File: config.mk
export PLATFORM = sky130hd
export DESIGN_NAME = jtbubl_irqctl
export DESIGN_NICKNAME = d
export VERILOG_FILES = /design/src/rtl/jtbubl_irqctl.sv
export SDC_FILE = /design/constraint.sdc
export NUM_CORES = 1
export LEC_CHECK = 0
export CELL_PAD_IN_SITES_DETAIL_PLACEMENT = 1
export CELL_PAD_IN_SITES_GLOBAL_PLACEMENT = 2
export CORE_MARGIN = 2
export CORE_UTILIZATION = 30
export DETAILED_ROUTE_END_ITERATION = 16
export GPL_ROUTABILITY_DRIVEN = 0
export PLACE_DENSITY_LB_ADDON = 0.1
export SETUP_SLACK_MARGIN = 0.5
export SYNTH_ARGS = -nofsm -noshare
export SYNTH_HDL_FRONTEND = slang
export SYNTH_SLANG_ARGS = --single-unit
File: constraint.sdc
create_clock -name clk -period 4.4 [get_ports clk]
set_clock_uncertainty 0.05 [all_clocks]
set_input_delay 1.1 -clock clk [delete_from_list [all_inputs] [get_ports clk]]
set_output_delay 1.1 -clock clk [all_outputs]
set_load 0.1 [all_outputs]
File: src/rtl/jtbubl_irqctl.sv
// Multi-channel interrupt controller with mode-2 vector generation and an optional
// lvbl-based watchdog (enable with `define JTBUBL_IRQCTL_WDOG_EN).
module jtbubl_irqctl #(
  parameter int         CH      = 4,
  parameter logic [7:0] VEC_RST = 8'h2e,
  parameter int         WDOG_W  = 8,
  parameter int         RSTLEN  = 16
) (
  input  logic          clk,
  input  logic          rst_n,
  input  logic          cen,
  input  logic [CH-1:0] irq_src,
  input  logic          cs,
  input  logic          wr,
  input  logic [1:0]    addr,
  input  logic [7:0]    din,
  output logic [7:0]    dout,
  input  logic          iack,
  output logic          int_n,
  output logic [7:0]    vector,
  input  logic          lvbl,
  output logic          wdog_rst
);

  localparam int IW = (CH > 1) ? $clog2(CH) : 1;

  logic [CH-1:0] mask;
  logic [CH-1:0] pending;
  logic [CH-1:0] last_src;
  logic [7:0]    base;
  logic          last_iack;

  logic [CH-1:0] req;
  logic          any_req;
  logic [IW-1:0] idx;
  logic [7:0]    off;
  logic          iack_rise;
  logic          reg_wr;
  logic [CH-1:0] src_rise;
  logic [CH-1:0] ack_clr;
  logic [CH-1:0] wr_clr;
  logic [7:0]    wd_rd;

  assign req       = pending & mask;
  assign any_req   = |req;
  assign iack_rise = iack & ~last_iack;
  assign reg_wr    = cs & wr;
  assign src_rise  = cen ? (irq_src & ~last_src) : '0;
  assign wr_clr    = (reg_wr && addr == 2'd1) ? din[CH-1:0] : '0;

  // Scan downwards so the lowest requesting index is the one left in idx.
  always_comb begin
    idx = '0;
    for (int i = CH - 1; i >= 0; i--) begin
      if (req[i]) idx = IW'(i);
    end
  end

  always_comb begin
    off        = '0;
    off[IW:0]  = {idx, 1'b0};
    ack_clr    = '0;
    if (iack_rise && any_req) ack_clr[idx] = 1'b1;
  end

  always_ff @(posedge clk) begin
    if (!rst_n) begin
      mask      <= '1;
      pending   <= '0;
      last_src  <= '1;
      base      <= VEC_RST;
      vector    <= VEC_RST;
      int_n     <= 1'b1;
      last_iack <= 1'b0;
    end else begin
      last_iack <= iack;
      if (cen) last_src <= irq_src;
      // A new edge overrides any clear aimed at the same bit this cycle.
      pending   <= (pending & ~ack_clr & ~wr_clr) | src_rise;
      int_n     <= ~any_req;
      if (iack_rise) vector <= any_req ? base + off : 8'hff;
      if (reg_wr && addr == 2'd0) mask <= din[CH-1:0];
      if (reg_wr && addr == 2'd2) base <= din;
    end
  end

  always_comb begin
    dout = '0;
    case (addr)
      2'd0:    dout[CH-1:0] = mask;
      2'd1:    dout[CH-1:0] = pending;
      2'd2:    dout = base;
      default: dout = wd_rd;
    endcase
  end

`ifdef JTBUBL_IRQCTL_WDOG_EN
  localparam int PW = (RSTLEN > 1) ? $clog2(RSTLEN) : 1;
  localparam int RW = (WDOG_W < 8) ? WDOG_W : 8;

  logic [WDOG_W-1:0] wd_cnt;
  logic [PW-1:0]     pulse_cnt;
  logic              last_lvbl;
  logic              wd_active;
  logic              kick;
  logic              lvbl_rise;

  assign kick      = reg_wr & (addr == 2'd3);
  assign lvbl_rise = lvbl & ~last_lvbl;
  assign wdog_rst  = wd_active;

  always_comb begin
    wd_rd         = '0;
    wd_rd[RW-1:0] = wd_cnt[RW-1:0];
  end

  // Counting stops once the top bit is reached; the pulse then runs its full
  // length regardless of kicks, and the count is zeroed as it ends.
  always_ff @(posedge clk) begin
    if (!rst_n) begin
      wd_cnt    <= '0;
      pulse_cnt <= '0;
      last_lvbl <= 1'b1;
      wd_active <= 1'b0;
    end else begin
      last_lvbl <= lvbl;
      if (wd_active) begin
        if (pulse_cnt == '0) begin
          wd_active <= 1'b0;
          wd_cnt    <= '0;
        end else begin
          pulse_cnt <= pulse_cnt - PW'(1);
          if (kick) wd_cnt <= '0;
        end
      end else begin
        if (wd_cnt[WDOG_W-1]) begin
          wd_active <= 1'b1;
          pulse_cnt <= PW'(RSTLEN - 1);
        end
        if (kick) wd_cnt <= '0;
        else if (lvbl_rise && !wd_cnt[WDOG_W-1]) wd_cnt <= wd_cnt + WDOG_W'(1);
      end
    end
  end
`else
  logic unused_ok;
  assign unused_ok = &{1'b0, lvbl};
  assign wd_rd     = 8'h00;
  assign wdog_rst  = 1'b0;
`endif

endmodule

Word-level counts from Yosys, hierarchy flattened --
Index checks and enable logic that the tools add are counted.
Storage, ports and cells: flip-flop bits (word level) 30, input port bits 21, output and inout bits 18, logic and storage cells 43
Operators by class: add/subtract/negate cells 1, magnitude comparators 2, equality and inequality tests 2, mux-type cells 12, bitwise operators 12, reductions and logical operators 7
Operators by type and width (number):
- AND 4 bit | 4
- two-way mux 4 bit | 4
- inverter 4 bit | 3
- one-hot mux 4 bit (3 select lines) | 1
- adder 8 x 3 -> 8 bit | 1
- two-way mux 2 bit | 4
- two-way mux 8 bit | 1
- logical AND 1 bit | 5
- OR 4 bit | 1
- OR reduction 4 bit | 1
- < comparator 2 x 3 -> 1 bit (second input constant) | 1
- AND 1 bit | 2
- demux 1 bit (select 2 bit) | 1
- == test 2 x 1 -> 1 bit (second input constant) | 1
- == test 2 bit (second input constant) | 1
- greater-or-equal comparator 2 x 1 -> 1 bit (second input constant) | 1
- logical NOT 2 bit | 1
- inverter 1 bit | 2
- two-way mux 1 bit | 1

Logic depth before layout (Yosys ltp) --
word-level depth 14, depth in mapped cells 8, gate-level depth less buffers 8

Least setup slack after synthesis --
No wires, ideal clock.
kind input port to output port, start input port addr[0], end output port dout[0], arrival time 3.462 ns, required time 3.250 ns, slack -0.212 ns, cell stages on the path 3, buffers on the path 1, cell sequence clkbuf_8 -> mux2i_1 -> o21ai_0
On the way: longest elaborated chain between the ends 2, elaborated cells between the ends (all ways) 4, classes of those cells eq/ne (2); mux (1); reduce/logical (1)
Ends and longest elaborated chain:
- from (decl) | line 15 | input logic [1:0] addr,
- == test 2 bit, or another cell as far along | line 89 | case (addr)
- one-hot mux 4 bit (3 select lines) * | line 89
- to (decl) | line 17 | output logic [7:0] dout,
Mark *: on every way between the ends. The rest lies on a longest branch, timed or not.

Worst setup path after layout --
start input port addr[1], end output port dout[3]
Same word-level chain as after synthesis.

==> results.yml <==
synthesis:
  async_flop_share: 0
  syn_inst: 169
  ys_seq_elements: 30
  synth_edf_count: 0
  yosysTopAreaCell: "dfxtp_1"
  netlist_area_sq_um: 1490
  synth_fp_nets: 193
  yosys_warnings: 0
  synthDistinctLibCells: 44
  synth_top_area_frac: 0.402
  syn_avg_cell_area_sq_um: 8.83
  ys.flop_type: "dfxtp_1"
  ys_seq_area_frac: 0.402
  synth_area_leaders: "dfxtp_1, nand2_1, mux2i_1"
route:
  drc: 0
  ant_nets: 0
  wl_per_cell_um: 14.6
  via_per_inst: 4.99
  dr.pass1.iters: 3
  wl_mm: 3.92
  drtIter0Drc: 47
  vias: 1342
floorplanning:
  die_h_um: 74.5
  core.rowCount: 25
  io_pins: 39
  initial_core_util: 0.314
  die-area_sq_um: 5560
  coreArea_sq_um: 4750
  die_width_um: 74.5
worst_setup_path:
  reg2regPathDepth: 8
  critPathCapture: "dout[3]"
  timing.rr.end: "vector[5]"
  crit_path_end_kind: "primary output"
  required_ns: 3.25
  rrSetupSlack_ns: 2.27
  crit_start: "addr[1]"
  cp-start-kind: "input port"
  r2r-start: "mask[2]"
  cp_max_fo: 9
  crit_chain: "clkdlybuf4s50_1 > nor2b_2 > nand2_1 > o21ai_1 > buf_12"
  cpMaxStageDelayCell: "clkdlybuf4s50_1"
  arrival_ns: 2.60
  cpPeakStageDelay_ns: 0.61
  worstSetupPathType: "in -> out"
place:
  port_buffers: 36
  dpl-instance-area_sq_um: 1960
  hpwl_mm: 2.96
  placedCellCount: 263
cts:
  postCtsSetupBuffers: 0
  ctsHoldBuffers: 0
  cts_made_buffers: 5
  cts-root-buf: "clkbuf_8"
  cts_buffer_depth: 2
  cts_resized: 1
  cts.sinks: 30
  clock_latency_ns: 0.28
  clk_pin_slew_ns: 0.06
  cts_tree: "built"
  cts-htree-levels: 2
grt:
  antenna_found_initial: 0
  grt_first_pass_wirelength_mm: 6.64
  track_usage: 0.159
  grt_pass1_vias: 1398
  grt_max_degree: 33
  grt.overflow.total: 0
cells_and_area:
  final_layout_size_suffix_gt1_frac: 0.114
  instances_no_fill: 269
  nets: 227
  layout_commonest_cell: "nand2_1"
  n_antenna_cell: 0
  area_growth_pct: 36.7
  final_cell_mix: "nand2_1, dfxtp_1, clkdlybuf4s50_1, mux2i_1, o21ai_0"
  stdcell_area_sq_um: 2040
timing:
  fmaxAchievable_mhz: 267
  period_share: 0.852
  relSlewSlack: 0.303
  setup_viol: 0
  min_period_ns: 3.75
  rsz0062_at_grt: "false"
  tns_ns: 0
  tightest_slew_ns: 1.04
  hold-worst-slack_ns: 0.413
  slew_violations: 0
  hold_viol: 0
pwr:
  power.density_nw_per_um2: 326
  leakage_uw: 0.000760
  max-vdd-ir-drop_mv: 0.176
min_path:
  hold_path_class: "reg -> reg"
job:
  drv_cap: 0
outcome:
  outcome: "complete, no violations"
==> sequential cells by signal (all words and copies together) (netlist names) <==
signal / flops
last_iack: 1
vector: 8
base: 8
pending: 4
last_src: 4
int_n: 1
mask: 4
==> metrics by stage <==
stage | setup WS, ns | power (uW) | util
after global placement | 0.560 | 454 | 0.411
final | 0.650 | 666 | 0.429
after CTS | 0.642 | 676 | 0.429
after detailed placement | 0.464 | 458 | 0.411
after floorplan | 0.544 | 401 | -
after global routing | 0.513 | 699 | 0.429
==> area by class of cell <==
cell class	instances	area [sq um]
Tap cell	67	83.8
Clock buffer	6	82.6
Inverter	5	18.8
Multi-Input combinational cell	125	815
Timing Repair Buffer	36	440
Sequential cell	30	601
Fill cell	570	2710
==> cell families (layout without fill, tap and decap cells) <==
family,after synthesis,after routing,share of synthesized area
other,1,1,0.00251
AO/OA/AOI/OAI,40,40,0.184
adder cells (fa/ha/maj),3,3,0.0302
multiplexers,11,11,0.0738
AND/OR/NAND/NOR,68,68,0.241
XOR/XNOR,2,2,0.0117
flip-flops,30,30,0.402
buffers and inverters,14,47,0.0536
==> synth_stat cells (4+ instances only) <==
cell type  instances
a21oi_1            4
a21boi_0           4
dfxtp_1           30
nand3_1            6
nand2_1           33
o21ai_0           14
and2_1             6
nor2_1             4
mux2i_1           11
inv_1              5
==> worst min path at each step <==
stage,depth (start not counted),from,endpoint,slack [ns]
final,2,last_src[1],last_src[1],0.41
after detailed placement,2,last_src[1],last_src[1],0.40
after CTS,2,last_src[1],last_src[1],0.42
after global routing,2,last_src[1],last_src[1],0.46
after floorplan,2,last_src[1],last_src[1],0.38
after global placement,2,last_src[2],last_src[2],0.40
==> metal layers <==
metal / share of wire / GRT usage
met1: 0.45 / 0.191
met5: 0 / 0
met4: 0.019 / 0.0615
met3: 0.032 / 0.0366
met2: 0.50 / 0.276
==> power by group <==
| part | switching [uW] | internal [uW] |
|---|---|---|
| clock | 94.1 | 120 |
| combinational | 103 | 56.9 |
| sequential | 8.15 | 283 |
==> worst max-delay path, delay by kind of cell <==
kind                   cells  cell delay (ns)
buffers and inverters      2             0.82
AND/OR/NAND/NOR            2             0.50
AO/OA/AOI/OAI              1             0.17
Note: power is estimated with default switching activity, not from simulation.
